$ cat src/rtl/dmem_loader_if.sv
// Host byte-stream link plus dmem write port and frame status for dmem_loader.
interface dmem_loader_if #(
  parameter int unsigned DATA_W = 32
);
  logic [7:0]        in_data;
  logic              in_valid;
  logic              in_ready;
  logic [15:0]       a;
  logic [DATA_W-1:0] wd;
  logic              we;
  logic              busy;
  logic              done;
  logic              err;

  modport master (
    output in_data, in_valid,
    input  in_ready, a, wd, we, busy, done, err
  );

  modport slave (
    input  in_data, in_valid,
    output in_ready, a, wd, we, busy, done, err
  );
endinterface

$ cat src/rtl/dmem_loader.sv
// Parses ADDR(16) CNT(16) + 4*CNT payload bytes, packs big-endian words and
// writes them to dmem one per WR cycle; aborts a frame after TIMEOUT idle cycles.
module dmem_loader #(
  parameter int unsigned TIMEOUT = 1000000,
  parameter int unsigned DATA_W  = 32
) (
  input logic           clk,
  input logic           rst,
  dmem_loader_if.slave  bus
);

  typedef enum logic [2:0] {
    S_AH, S_AL, S_CH, S_CL, S_D, S_WR, S_DONE
  } state_t;

  localparam logic [23:0] TMO_LIM = 24'(TIMEOUT);

  state_t            state, state_nx;
  logic [15:0]       addr;
  logic [15:0]       cnt;
  logic [DATA_W-1:0] word;
  logic [1:0]        idx;
  logic [23:0]       tmo;

  logic in_frame, tmo_hit, ready, accept;

  always_ff @(posedge clk or posedge rst) begin
    if (rst) state <= S_AH;
    else     state <= state_nx;
  end

  always_comb begin
    state_nx = state;
    in_frame = (state == S_AL) || (state == S_CH) || (state == S_CL) || (state == S_D);
    tmo_hit  = in_frame && (tmo == TMO_LIM);
    // Blocking the handshake on the abort cycle keeps a byte from being taken and then dropped.
    ready    = !rst && ((state == S_AH) || in_frame) && !tmo_hit;
    accept   = ready && bus.in_valid;
    if (tmo_hit) begin
      state_nx = S_AH;
    end else begin
      unique case (state)
        S_AH:   if (accept) state_nx = S_AL;
        S_AL:   if (accept) state_nx = S_CH;
        S_CH:   if (accept) state_nx = S_CL;
        S_CL:   if (accept) state_nx = ({cnt[15:8], bus.in_data} == 16'h0000) ? S_DONE : S_D;
        S_D:    if (accept && idx == 2'd3) state_nx = S_WR;
        S_WR:   state_nx = (cnt == 16'd1) ? S_DONE : S_D;
        S_DONE: state_nx = S_AH;
        default: state_nx = S_AH;
      endcase
    end
  end

  always_ff @(posedge clk or posedge rst) begin
    if (rst) begin
      addr <= '0;
      cnt  <= '0;
      word <= '0;
      idx  <= '0;
      tmo  <= '0;
    end else begin
      if (accept) begin
        tmo <= '0;
        unique case (state)
          S_AH: addr[15:8] <= bus.in_data;
          S_AL: addr[7:0]  <= bus.in_data;
          S_CH: cnt[15:8]  <= bus.in_data;
          S_CL: begin
            cnt[7:0] <= bus.in_data;
            idx      <= '0;
          end
          S_D: begin
            word <= {word[DATA_W-9:0], bus.in_data};
            idx  <= idx + 2'd1;
          end
          default: ;
        endcase
      end else if (state == S_AH) begin
        tmo <= '0;
      end else if (in_frame && !tmo_hit) begin
        tmo <= tmo + 24'd1;
      end
      if (state == S_WR) begin
        cnt  <= cnt - 16'd1;
        addr <= addr + 16'd1;
      end
    end
  end

  assign bus.in_ready = ready;
  assign bus.a        = addr;
  assign bus.wd       = word;
  assign bus.we       = (state == S_WR);
  assign bus.busy     = in_frame || (state == S_WR);
  assign bus.done     = (state == S_DONE);
  assign bus.err      = tmo_hit;

endmodule
$ cat src/flat_wrapper.sv
// flat-port wrapper written by rule: the top's interface ports become plain ports
module dmem_loader_flat 
#(
  parameter int unsigned TIMEOUT = 1000000,
  parameter int unsigned DATA_W  = 32
)
  (clk, rst, bus_in_data, bus_in_valid, bus_in_ready, bus_a, bus_wd, bus_we, bus_busy, bus_done, bus_err);
  dmem_loader_if #(.DATA_W(DATA_W)) bus_i ();
  input logic clk;
  input logic rst;
  input wire logic [$bits(bus_i.in_data)-1:0] bus_in_data;
  input wire logic [$bits(bus_i.in_valid)-1:0] bus_in_valid;
  output wire logic [$bits(bus_i.in_ready)-1:0] bus_in_ready;
  output wire logic [$bits(bus_i.a)-1:0] bus_a;
  output wire logic [$bits(bus_i.wd)-1:0] bus_wd;
  output wire logic [$bits(bus_i.we)-1:0] bus_we;
  output wire logic [$bits(bus_i.busy)-1:0] bus_busy;
  output wire logic [$bits(bus_i.done)-1:0] bus_done;
  output wire logic [$bits(bus_i.err)-1:0] bus_err;
  assign bus_i.in_data = bus_in_data;
  assign bus_i.in_valid = bus_in_valid;
  assign bus_in_ready = bus_i.in_ready;
  assign bus_a = bus_i.a;
  assign bus_wd = bus_i.wd;
  assign bus_we = bus_i.we;
  assign bus_busy = bus_i.busy;
  assign bus_done = bus_i.done;
  assign bus_err = bus_i.err;
  dmem_loader #(.TIMEOUT(TIMEOUT), .DATA_W(DATA_W)) u_core (.clk(clk), .rst(rst), .bus(bus_i));
endmodule
$ cat config.mk
export PLATFORM = sky130hd
export DESIGN_NAME = dmem_loader_flat
export DESIGN_NICKNAME = d
export VERILOG_FILES = /design/src/rtl/dmem_loader_if.sv /design/src/rtl/dmem_loader.sv /design/src/flat_wrapper.sv
export SDC_FILE = /design/constraint.sdc
export NUM_CORES = 1
export LEC_CHECK = 0
export BUFFER_PORTS_ARGS = -buffer_cell sky130_fd_sc_hd__buf_2
export CAP_MARGIN = 10
export CORE_UTILIZATION = 53
export CTS_CLUSTER_DIAMETER = 80
export DETAILED_ROUTE_END_ITERATION = 7
export GPL_TIMING_DRIVEN = 1
export HOLD_SLACK_MARGIN = 0.05
export PLACE_DENSITY = 0.77
export SYNTH_ARGS = -nofsm -noshare
export SYNTH_HDL_FRONTEND = slang
export SYNTH_SLANG_ARGS = --single-unit
$ cat constraint.sdc
create_clock -name clk -period 2.6 [get_ports clk]
set_input_delay 0.26 -clock clk [delete_from_list [all_inputs] [get_ports clk]]
set_output_delay 0.26 -clock clk [all_outputs]
set_load 0.02 [all_outputs]
==> results of run 1 <==
-- cell type report --
class | instances | area share [%]
clock buffers | 10 | 2.32
clock inverters | 6 | 1.18
inverters | 12 | 0.823
multi-input cells | 387 | 45.6
flip-flops and latches | 93 | 39.3
well taps | 129 | 2.72
repair buffers | 81 | 8.07
-- power breakdown --
group	internal [mW]	switching, mW	leakage, nW
clock	0.480	0.543	0.107
combinational	0.621	0.770	1.32
sequential	1.77	0.324	1.17
total	2.87	1.64	2.59
-- how the worst max path moves through the flow --
stage / startpoint / endpoint / slack (ps) / cells past startpoint
detailed placement: u_core.tmo[5] / bus_err / 370 / 5
global route: u_core.tmo[2] / bus_err / 3 / 5
finish: u_core.tmo[2] / bus_err / 120 / 5
CTS: u_core.tmo[0] / bus_err / 70 / 7
global placement: u_core.tmo[0] / bus_err / 430 / 7
floorplan: u_core.tmo[0] / bus_err / 520 / 7
-- sequential cells by signal, summed over array words and instances, names as in the netlist --
signal,flops
u_core.bus.wd,32
u_core.tmo,24
u_core.bus.a,16
u_core.cnt,16
u_core.state,3
u_core.idx,2
-- cell families (layout without fill, tap and decap cells) --
kind of cell	Yosys count	count (layout)	share of synthesized area (%)
XOR/XNOR	13	13	2.17
buffers and inverters	38	109	4.59
adder cells (fa/ha/maj)	6	6	1.43
multiplexers	36	36	9.33
flip-flops	93	93	44.3
AND/OR/NAND/NOR	205	205	21.6
AO/OA/AOI/OAI	127	127	16.6
-- repair_timing --
action	in CTS	in global routing
pin swaps	0	0
setup buffers	0	0
hold buffers	1	0
setup endpoints to repair	1	2
resized for setup	2	3
hold endpoints to repair	26	0
-- per-layer routing --
layer  up-vias  track usage, %  part of all wire, %
li1       2076               -                    -
met1      2209            35.6                   46
met2       185            40.3                   46
met3        32            4.28                  5.4
met4         0            11.8                  3.0
met5         -               0                    0
-- cell usage after synthesis, drive strengths merged, types with 12 or more instances --
library cell   n
nand3         29
inv           12
dfrtp         93
nor2          43
nand4         16
a21oi         29
nor3          21
nand2         40
buf           17
nor4          15
mux2          32
o21ai         35
-- per-stage QoR --
step / instance area, µm² / setup WS (ps) / hold slack (ps)
floorplan: 5260 / 524 / 365
global placement: 5690 / 433 / 410
detailed placement: 5690 / 374 / 420
CTS: 5920 / 72.2 / 213
global route: 5930 / 2.93 / 227
finish: 5930 / 125 / 210
-- critical path, delay by kind of cell (launching register included) --
family | cells | cell delay, ps
buf+inv | 1 | 200
flops | 1 | 500
simple gates | 4 | 1150
==> run metrics, run 1 <==
Yosys cell types about 70; first-pass GRT wire length roughly 21000 µm; cell taking the most area after synthesis dfrtp_1; CTS tree built; GP Congestion 0.897; multi-input logic area 2700 µm²; Slew HR 57.1%; fill count 791; end of the worst hold path u_core.bus.a[12]; Max Cap Viol 0; H-tree levels 3; Pleak ~2.6 nW; Vias 4502; Port Buffer Count 63; CP arrival 2220 ps; commonest non-fill, non-tap cells in the layout dfrtp_1 (92), buf_2 (63), nor2_1 (43); actual slew at the worst max-slew pin 642 ps; Min-Delay Path Depth 3; fin cells 718; number of diodes 0; reg2reg start u_core.tmo[0]; RSZ-0062 raised after global routing no; Starting Density 55.8%; GRT Util Overall roughly a quarter; R2R depth 7; synth warn 0; drt via density 6.27; Die Footprint approximately 10000 µm²; Critical Path Max Stage Delay 500 ps; critical path data required time 2340 ps; Final nets 601; Final Hold Fails 0; initial antenna violation count 0; CTS max path bufs 2; Seq/Total Area, Yosys 44.3%; HP Class in2reg; final wirelength 12600 µm; drt first pass iters 5; CP max FO 9; final setup fails 0; HP Start bus_in_data[4]; TritonCTS buffer count 9; synthesized area around 5300 µm²; placed instance count 701; hpwl dp 8600 µm; FF-to-FF End u_core.tmo[3]; maximum vdd drop 0.441 mV; Chip Height 102 µm; CTS sink count 93; DRC Markers 0; Post-synth EDFFs 0; clk_lat worst skew 370 ps; drt initial violations 239; GRT Residual Overflow 0; Yosys reg bits 93; Boundary Pins 64; final core utilization 62.9%; Power Total 4.50 mW; Die Wd 102 µm; setup_tns 0 ps; pwr/cell area roughly 760 nW/µm²; Synth area leaders dfrtp_1 (44%), mux2_4 (6.9%), o21ai_0 (3.1%); fraction of the cycle the final worst path needs 95.2%; layout cells sized above 1 27.0%; cells along the critical path nor4_2 -> and3_2 -> nand2_1 -> nor3_2 -> buf_2; synthesized instance count 518; Area Overhead vs Synth 12.7%; largest net degree at the start of global routing 52; main flop type after synthesis dfrtp_1; minimum clock period 2480 ps; Sequential Area 2330 µm²; Worst setup EP type primary output; startpoint types flip-flop; clk root buf clkbuf_8; Yosys top cell area share 44.3%; fraction of registers with async set/reset 100%; crit path max-delay cell type dfrtp_1; Rows 35; max-slew violations 0; status complete, no violations; clock-pin slew on the worst setup and hold paths 100 ps; CP Class reg2out; syn_nets 535; Antenna Violating Nets Remaining 0; commonest non-fill, non-tap cell in the layout dfrtp_1; Routed WL per cell approximately 18 µm; Core ar. 9420 µm²; vias in the first global route 4240; Max Clock Freq between 0.4 and 0.5 GHz; r2r setup slk 400 ps; Layout Skew 16.0 ps; Avg Inst Size Synth 10.1 µm²
Note: power is estimated with default switching activity, not from simulation.
==> run 2, diff against run 1 <==
--- a/config.mk
+++ b/config.mk
@@ -7,12 +7,12 @@
 export LEC_CHECK = 0
 export BUFFER_PORTS_ARGS = -buffer_cell sky130_fd_sc_hd__buf_2
 export CAP_MARGIN = 10
-export CORE_UTILIZATION = 53
+export CORE_UTILIZATION = 45
 export CTS_CLUSTER_DIAMETER = 80
 export DETAILED_ROUTE_END_ITERATION = 7
 export GPL_TIMING_DRIVEN = 1
 export HOLD_SLACK_MARGIN = 0.05
-export PLACE_DENSITY = 0.77
+export PLACE_DENSITY = 0.67
 export SYNTH_ARGS = -nofsm -noshare
 export SYNTH_HDL_FRONTEND = slang
 export SYNTH_SLANG_ARGS = --single-unit
==> run 2 against run 1 <==
  * The flow now finishes with violations (design-rule violations)
  * Final area up 1.0%
  * Largest power group unchanged
  * Register-to-register slack about the same
  * Highest routed layer unchanged
  * Global-route usage is 4.0 points lower
  * Non-clock buffer count decreased by 2
  * Critical path depth unchanged
  * Wire length up 0.35%
  * Final cell count increased by 1.5%
  * Fmax grew 0.66%
  * Clock skew fell by 2.4 ps
  * Sequential share of layout area down 0.42 points
  * Clock power grew 22%
==> run metrics, run 2 (same netlist as run 1, synthesis figures left out) <==
HP Class in2async; Slew HR 39.7%; crit path max-delay cell type dfrtp_1; hpwl dp 8690 µm; Area Overhead vs Synth 13.9%; first-pass GRT wire length a little over 20000 µm; CP max FO 7; max FFs per register 32; setup_tns 0 ps; Vias 4330; combinational share of power around 30%; final setup fails 0; Chip Height 110 µm; critical path data required time 2340 ps; TritonCTS buffer count 9; Routed WL per cell approximately 17 µm; GP Congestion approximately 0.87; Port Buffer Count between 60 and 70; max-slew violations 0; startpoint types flip-flop; fin cells about 730; clk root buf clkbuf_16; cells along the critical path nor4b_2 -> and3_2 -> nand2_1 -> nor3_1 -> buf_2; Sequential Area 2330 µm²; CP Class reg2out; final setup margin 141 ps; R2R depth 7; DRC Markers 2; vias in the first global route just under 4000; Core ar. 11400 µm²; clock-pin slew on the worst setup and hold paths 70 ps; placed instance count ~700; Layout Skew 13.7 ps; FF-to-FF End u_core.tmo[12]; Max Clock Freq 0.407 GHz; status complete, but fails checks; pwr/cell area 786 nW/µm²; drt via density between 5 and 6; Sw Pwr 1.65 mW; Power Total between 4 and 5 mW; reg2reg start u_core.tmo[0]; Reg power frac 44.1%; largest net degree at the start of global routing 53; CP arrival about 2200 ps; Starting Density 46.0%; maximum vdd drop about 0.6 mV; layout cells sized above 1 26.3%; minimum clock period 2460 ps; Post-CTS Setup Bufs 0; H-tree levels 3; Antenna Violating Nets Remaining 0; r2r setup slk 390 ps; Final nets roughly 600; final wirelength 12600 µm; initial antenna violation count 0; failing checks design-rule violations; multi-input logic area 2700 µm²; clock share of power 26.4%; GRT Util Overall 21.9%; Worst setup EP type primary output; commonest non-fill, non-tap cell in the layout dfrtp_1; drt initial violations ~400; CTS max path bufs 2; Die Wd 110 µm; GRT Residual Overflow 0; Place WS 401 ps; clk_lat worst skew 350 ps; Internal Power 3.06 mW; number of diodes 0; Pleak 2.61 nW; Boundary Pins 64; actual slew at the worst max-slew pin 902 ps; fraction of the cycle the final worst path needs 94.6%; drt first pass iters 7; CTS sink count between 90 and 100; Critical Path Max Stage Delay approximately 480 ps; Die Footprint 12100 µm²; Max Cap Viol 0; fill count 1024; CTS tree built; RSZ-0062 raised after global routing no; switching share of power 35.1%; Final Hold Fails 0; hold_buf cts 0; Rows 39; commonest non-fill, non-tap cells in the layout dfrtp_1 (93), buf_2 (63), nor2_1 (43)
-- run 2: cell types whose count changed in the layout (fill, tap and decap cells not counted), sizes merged --
cell,before,now
buf,80,79
clkinvlp,1,2
dlygate4sd3,1,0
bufinv,1,0
inv,13,12
-- run 2: per-layer routing --
metal,wire (µm),share of wire (%),GRT usage [%],up-vias
li1,-,-,-,2070
met1,6000,48,31.5,2093
met2,5740,46,32.2,151
met3,656,5.2,3.88,16
met4,215,1.7,9.71,0
met5,0,0,0,-
-- run 2: repair_timing --
| action | CTS | global route |
|---|---|---|
| gates resized for setup | 0 | 3 |
| setup endpoints to repair | 0 | 2 |
| endpoints found under the hold margin | 0 | 0 |
-- run 2: worst max-delay path by stage --
stage / startpoint / to / depth (start not counted)
2_1_floorplan: u_core.tmo[0] / bus_err / 7
3_3_place_gp: u_core.tmo[9] / bus_err / 5
3_5_place_dp: u_core.tmo[5] / bus_err / 5
4_1_cts: u_core.tmo[5] / bus_err / 5
5_1_grt: u_core.tmo[9] / bus_in_ready / 7
6_report: u_core.tmo[5] / bus_err / 5
-- run 2: power groups by stage --
| stage | sequential (mW) | clock, mW | combinational (mW) |
|---|---|---|---|
| 2_1_floorplan | 2.33 | 0 | 0.725 |
| 3_3_place_gp | 2.08 | 0 | 1.36 |
| 3_5_place_dp | 2.10 | 0 | 1.39 |
| 4_1_cts | 2.08 | 1.28 | 1.39 |
| 5_1_grt | 2.14 | 1.35 | 1.52 |
| 6_report | 2.08 | 1.24 | 1.39 |
-- run 2: cell type report --
type	instances	share of cell area (%)
multi-input combinational	387	45.0
clock buffer	10	3.99
sequential	93	38.9
tap	143	2.99
inverter	12	0.815
clock inverter	5	0.585
timing repair buffer	79	7.69
-- run 2: metrics by stage --
stage	util, %	hold WS, ps	cell area [µm²]
6_report	52.4	125	5990
5_1_grt	52.4	192	5990
4_1_cts	52.3	142	5980
3_5_place_dp	49.9	474	5700
3_3_place_gp	49.9	454	5700
2_1_floorplan	-	365	5260
-- run 2: critical path: cells and delay by family (launching register included) --
| kind | cells | cell delay, ps |
|---|---|---|
| flip-flops | 1 | 480 |
| AND/OR/NAND/NOR | 4 | 1180 |
| buffers and inverters | 1 | 200 |
